===== src/rtl/perm_reorder_buffer.sv =====
// Permutation-checked frame reorder buffer: validates a latched permutation,
// buffers N input words and replays them as out[k] = in[perm[k]].
module perm_reorder_buffer #(
    parameter int N      = 100,
    parameter int W      = $clog2(N),
    parameter int DATA_W = 8
) (
    input  logic              clk,
    input  logic              reset,
    input  logic [N*W-1:0]    perm_in,
    input  logic              perm_valid,
    input  logic [DATA_W-1:0] in_data,
    input  logic              in_valid,
    output logic              in_ready,
    output logic [DATA_W-1:0] out_data,
    output logic              out_valid,
    input  logic              out_ready,
    output logic              out_last,
    output logic              busy,
    output logic              frame_done,
    output logic              perm_err
);

    localparam logic [W-1:0] LAST = W'(N - 1);
    localparam logic [W:0]   NUM  = (W + 1)'(N);

    typedef enum logic [1:0] {IDLE, CHECK, FILL, DRAIN} state_t;

    state_t            state, state_next;
    logic [N*W-1:0]    perm_reg;
    logic [N-1:0]      seen;
    logic [W-1:0]      k, wr, rd;
    logic [DATA_W-1:0] mem [N];

    logic [W-1:0] v, pidx;
    logic         chk_bad, in_hs, load, final_hs;

    always_comb begin
        v        = perm_reg[int'(k) * W +: W];
        pidx     = perm_reg[int'(rd) * W +: W];
        chk_bad  = ({1'b0, v} >= NUM) ? 1'b1 : seen[v];
        in_hs    = (state == FILL) && in_valid;
        final_hs = (state == DRAIN) && out_valid && out_ready && out_last;
        // the last word stays in the output register until it is taken; no reload behind it
        load     = (state == DRAIN) && (!out_valid || out_ready) && !(out_valid && out_last);
    end

    always_comb begin
        state_next = state;
        case (state)
            IDLE:  if (perm_valid) state_next = CHECK;
            CHECK: begin
                if (chk_bad)        state_next = IDLE;
                else if (k == LAST) state_next = FILL;
            end
            FILL:  if (in_hs && wr == LAST) state_next = DRAIN;
            DRAIN: if (final_hs) state_next = IDLE;
            default: state_next = IDLE;
        endcase
    end

    assign in_ready = (state == FILL);
    assign busy     = (state != IDLE);

    always_ff @(posedge clk) begin
        if (reset) begin
            state      <= IDLE;
            k          <= '0;
            wr         <= '0;
            rd         <= '0;
            out_data   <= '0;
            out_valid  <= 1'b0;
            out_last   <= 1'b0;
            frame_done <= 1'b0;
            perm_err   <= 1'b0;
        end else begin
            state      <= state_next;
            frame_done <= 1'b0;
            case (state)
                IDLE: begin
                    k  <= '0;
                    wr <= '0;
                    rd <= '0;
                end
                CHECK: begin
                    if (chk_bad) perm_err <= 1'b1;
                    else         k <= k + 1'b1;
                end
                FILL: if (in_hs) wr <= wr + 1'b1;
                DRAIN: begin
                    if (load) begin
                        out_data  <= mem[pidx];
                        out_last  <= (rd == LAST);
                        out_valid <= 1'b1;
                        rd        <= rd + 1'b1;
                    end else if (final_hs) begin
                        out_valid  <= 1'b0;
                        out_last   <= 1'b0;
                        frame_done <= 1'b1;
                    end
                end
                default: ;
            endcase
        end
    end

    // Storage is deliberately left untouched by reset.
    always_ff @(posedge clk) begin
        if (!reset) begin
            if (state == IDLE && perm_valid) begin
                perm_reg <= perm_in;
                seen     <= '0;
            end
            if (state == CHECK && !chk_bad) seen[v] <= 1'b1;
            if (in_hs) mem[wr] <= in_data;
        end
    end

endmodule


===== config.mk =====
export PLATFORM = sky130hd
export DESIGN_NAME = perm_reorder_buffer
export DESIGN_NICKNAME = d
export VERILOG_FILES = /design/src/rtl/perm_reorder_buffer.sv
export SDC_FILE = /design/constraint.sdc
export NUM_CORES = 2
export LEC_CHECK = 0
export CORE_MARGIN = 3
export CORE_UTILIZATION = 25
export CTS_CLUSTER_DIAMETER = 40
export DETAILED_ROUTE_END_ITERATION = 7
export PLACE_DENSITY = 0.5
export SLEW_MARGIN = 20
export SYNTH_ARGS = -nofsm -noshare
export SYNTH_HDL_FRONTEND = slang
export SYNTH_SLANG_ARGS = --single-unit

===== constraint.sdc =====
create_clock -name clk -period 75.1 [get_ports clk]
set_input_delay 7.51 -clock clk [delete_from_list [all_inputs] [get_ports clk]]
set_output_delay 7.51 -clock clk [all_outputs]
set_load 0.03 [all_outputs]

==> results.md <==
* Post-synth top flop: edfxtp_1
* Max-Cap Viols at 0
* Asr flop ratio synth at 0%
* Pwr Total at 0.00251 W
* Area occupied by multi-input gates at 21600 um2
* CORE AREA at 284000 um2
* Sum Neg Setup Slack at 0 ns
* WS Path Type: in -> reg
* Synthesis warning total at 0
* Relative slew slack at 21.2%
* CTS tree: done
* Worst-Skew Late Latency at 0.88 ns
* # H-tree levels at 5
* Post-route minimum period at 10.58 ns
* Worst setup startpoint: perm_valid
* FF-to-FF Start: k[0]
* Final hold slack at 0.472 ns
* Crit. End Element: flip-flop
* Layout filler cell count at 27100
* Highest Clock Rate at 94.5 MHz
* Final setup vio count at 0
* Hold_sp: perm_err
* CP Data Arrival Time at 11.04 ns
* Largest net degree at the start of global routing at 183
* Syn_nets at 4518
* Mapped Cells at 3802
* Share of layout cells above drive strength 1 at 24.0%
* Root Buffer Master: clkbuf_16
* PortBufs at 726
* CTS Buf Count at 284
* Final Hold Violating Endpoints at 0
* Area Growth Syn to Fin at 29.3%
* Via/cell ratio at 4.74
* Slew Limit Fails at 0
* Compound-cell area share of the yosys netlist at 4.03%
* Clk sink count at 1635
* DR top layer: met5
* Chip Height at 542 um
* P_leak at 29.7 nW
* Main combinational cell family by area after synthesis: multiplexers
* Vias in the first global route at 43300
* Worst setup margin at 64.52 ns
* Pwr per Cell Area at 27.1 nW/um2
* Hold Crit Class: reg -> reg
* Final Util at 32.7%
* Hold depth at 1
* Routability congestion estimate at 0.811
* Startpoint types: primary input
* Buffer depth of the longest clock path at 4
* Largest register FFs at 800
* Reg2Reg Depth at 14
* Clock transition at path regs at 0.05 ns
* Simple-Gate Fraction of Synth Area at 3.20%
* Distinct cell type count after synthesis at 67
* DR WL met2 at 126 mm
* R2R Setup Slk at 66.48 ns
* Clk_skew at 0.0734 ns
* HPWL after detailed placement at 170 mm
* Max IR drop VDD at 0.0171 mV
* Detailed-route via count at 40900
* Setup bufs post-CTS at 0
* GR Util All Layers at 16.2%
* Global-route wire length before repair at 338 mm
* Sequential share of the synthesized area at 68.0%
* Xor/xnor cell area share of the yosys netlist at 0.0367%
* Nets at 5336
* FF/Latch Area at 48800 um2
* Initial antenna violation count at 85
* Pre-CTS setup slack at 63.42 ns
* Drt wl/cell at 28.2 um
* Critical Path RT at 75.55 ns
* Crit Path Max Fanout at 147
* Multiplexer share of the synthesized area at 22.7%
* I/O pins at 727
* DRC viols at 0
* RSZ-0062 raised after global routing: no
* Avg Inst Size Synth at 18.9 um2
* Hold-fix buffers, CTS at 0
* Routed wl met3 at 16.8 mm
* Die Outline Area at 293000 um2
* Status: completed
* Crit share post-route at 14.1%
* CTS resizes at 0
* First-pass detailed-route iteration total at 7
* Cell Rows at 195
* Hold endpoint: perm_err
* Synth Area in Adders at 0.0524%
* Drt total wl at 243 mm
* GR Overflow Total at 0
* Worst R2R End: seen[89]
* EDFF count, synth at 1600
* WL met1 at 94.1 mm
* Yosys reg bits at 1635
* Worst-Margin Slew at 1.18 ns
* Remaining antenna violation count at 0
* Die span in x at 542 um
* DRT iter0 DRCs at 3423
* Mapped cell area at 71700 um2
* Initial Utilization at 25.3%
==> cell usage after synthesis (3+ instances only) <==
library cell / n / area share (%)
o31ai_1: 31 / 0.32
a211oi_1: 43 / 0.45
nand2b_1: 15 / 0.13
o21ai_1: 3 / 0.021
dfxtp_1: 35 / 0.98
mux2_2: 17 / 0.27
clkbuf_1: 84 / 0.44
buf_1: 22 / 0.12
o311ai_0: 7 / 0.086
o21a_1: 4 / 0.042
nor2_1: 161 / 0.84
o21ai_0: 38 / 0.27
inv_1: 9 / 0.047
buf_6: 15 / 0.24
nand2_1: 202 / 1.1
nand4_1: 15 / 0.13
a31oi_1: 9 / 0.079
o22ai_1: 25 / 0.22
ha_1: 3 / 0.052
or3_1: 8 / 0.070
a32oi_1: 3 / 0.037
or2_2: 7 / 0.061
a21oi_1: 55 / 0.38
o2111ai_1: 8 / 0.098
a21o_1: 3 / 0.031
nor2b_1: 38 / 0.33
buf_4: 30 / 0.31
o211ai_1: 4 / 0.042
a22oi_1: 22 / 0.23
and3_1: 4 / 0.035
nand3b_1: 4 / 0.042
mux4_2: 495 / 16
mux2i_1: 488 / 6.8
nor3_1: 12 / 0.084
and2_1: 7 / 0.061
buf_2: 114 / 0.80
a2111oi_0: 11 / 0.13
nand3_1: 33 / 0.23
or4_1: 3 / 0.031
o31ai_2: 70 / 1.2
edfxtp_1: 1600 / 67
a22o_1: 10 / 0.12
==> area by class of cell <==
class	count	share of cell area, %
clock inverter	208	2.50
multi-input combinational	1888	23.3
clock buffer	311	7.88
sequential	1635	52.6
inverter	11	0.0472
antenna	31	0.0837
timing repair buffer	800	8.49
tap	3743	5.05
==> layer usage <==
metal	track usage, %	up-vias
li1	-	17600
met1	19.3	21300
met2	28.5	1526
met3	4.29	376
met4	4.55	76
met5	0	-
==> worst max-delay path, cell delays in order <==
cell and delay [ns]:
clkdlybuf4s50_1 0.63, nand2_4 0.07, buf_6 0.27, nor2_4 0.72, buf_12 0.51, buf_4 0.87
==> cell usage in the layout (no fill, tap or decap), types with 29 or more instances in the layout <==
cell type           n
buf_4              66
clkdlybuf4s50_1   717
nor2b_1            38
inv_6              29
nand2_1           199
clkinv_1           35
edfxtp_1         1600
o31ai_1            31
nor2_1            158
a21oi_1            54
mux4_2            495
a211oi_1           43
o21ai_0            38
diode_2            31
clkinvlp_4         29
nand3_1            31
clkinv_2           42
o31ai_2            70
mux2i_1           488
clkbuf_16         287
==> through the flow <==
stage / instance area [um2] / cells
floorplan: 71700 / 3802
global placement: 83000 / 8077
detailed placement: 83000 / 8077
CTS: 92600 / 8596
global route: 92600 / 8609
finish: 92700 / 8627
==> worst max-delay path by stage <==
| stage | end | slack (ns) |
|---|---|---|
| after floorplan | perm_reg[0] | 36.25 |
| after global placement | perm_reg[342] | 63.42 |
| after detailed placement | perm_reg[342] | 63.42 |
| after CTS | perm_reg[594] | 64.34 |
| after global routing | perm_reg[594] | 64.36 |
| final | perm_reg[395] | 64.52 |
==> kinds of logic after synthesis <==
| family | after synthesis |
|---|---|
| compound gates | 364 |
| simple gates | 517 |
| xor+xnor | 3 |
| flops | 1635 |
| mux | 1001 |
| buf+inv | 279 |
| fa+ha+maj | 3 |
==> power breakdown <==
part           leakage [nW]  switching (W)  internal [W]
Clock                  4.62       0.000483      0.000804
Sequential             15.0      0.0000147       0.00103
Combinational          10.1      0.0000910     0.0000820
No activity file was read; power rests on OpenSTA's default activity.
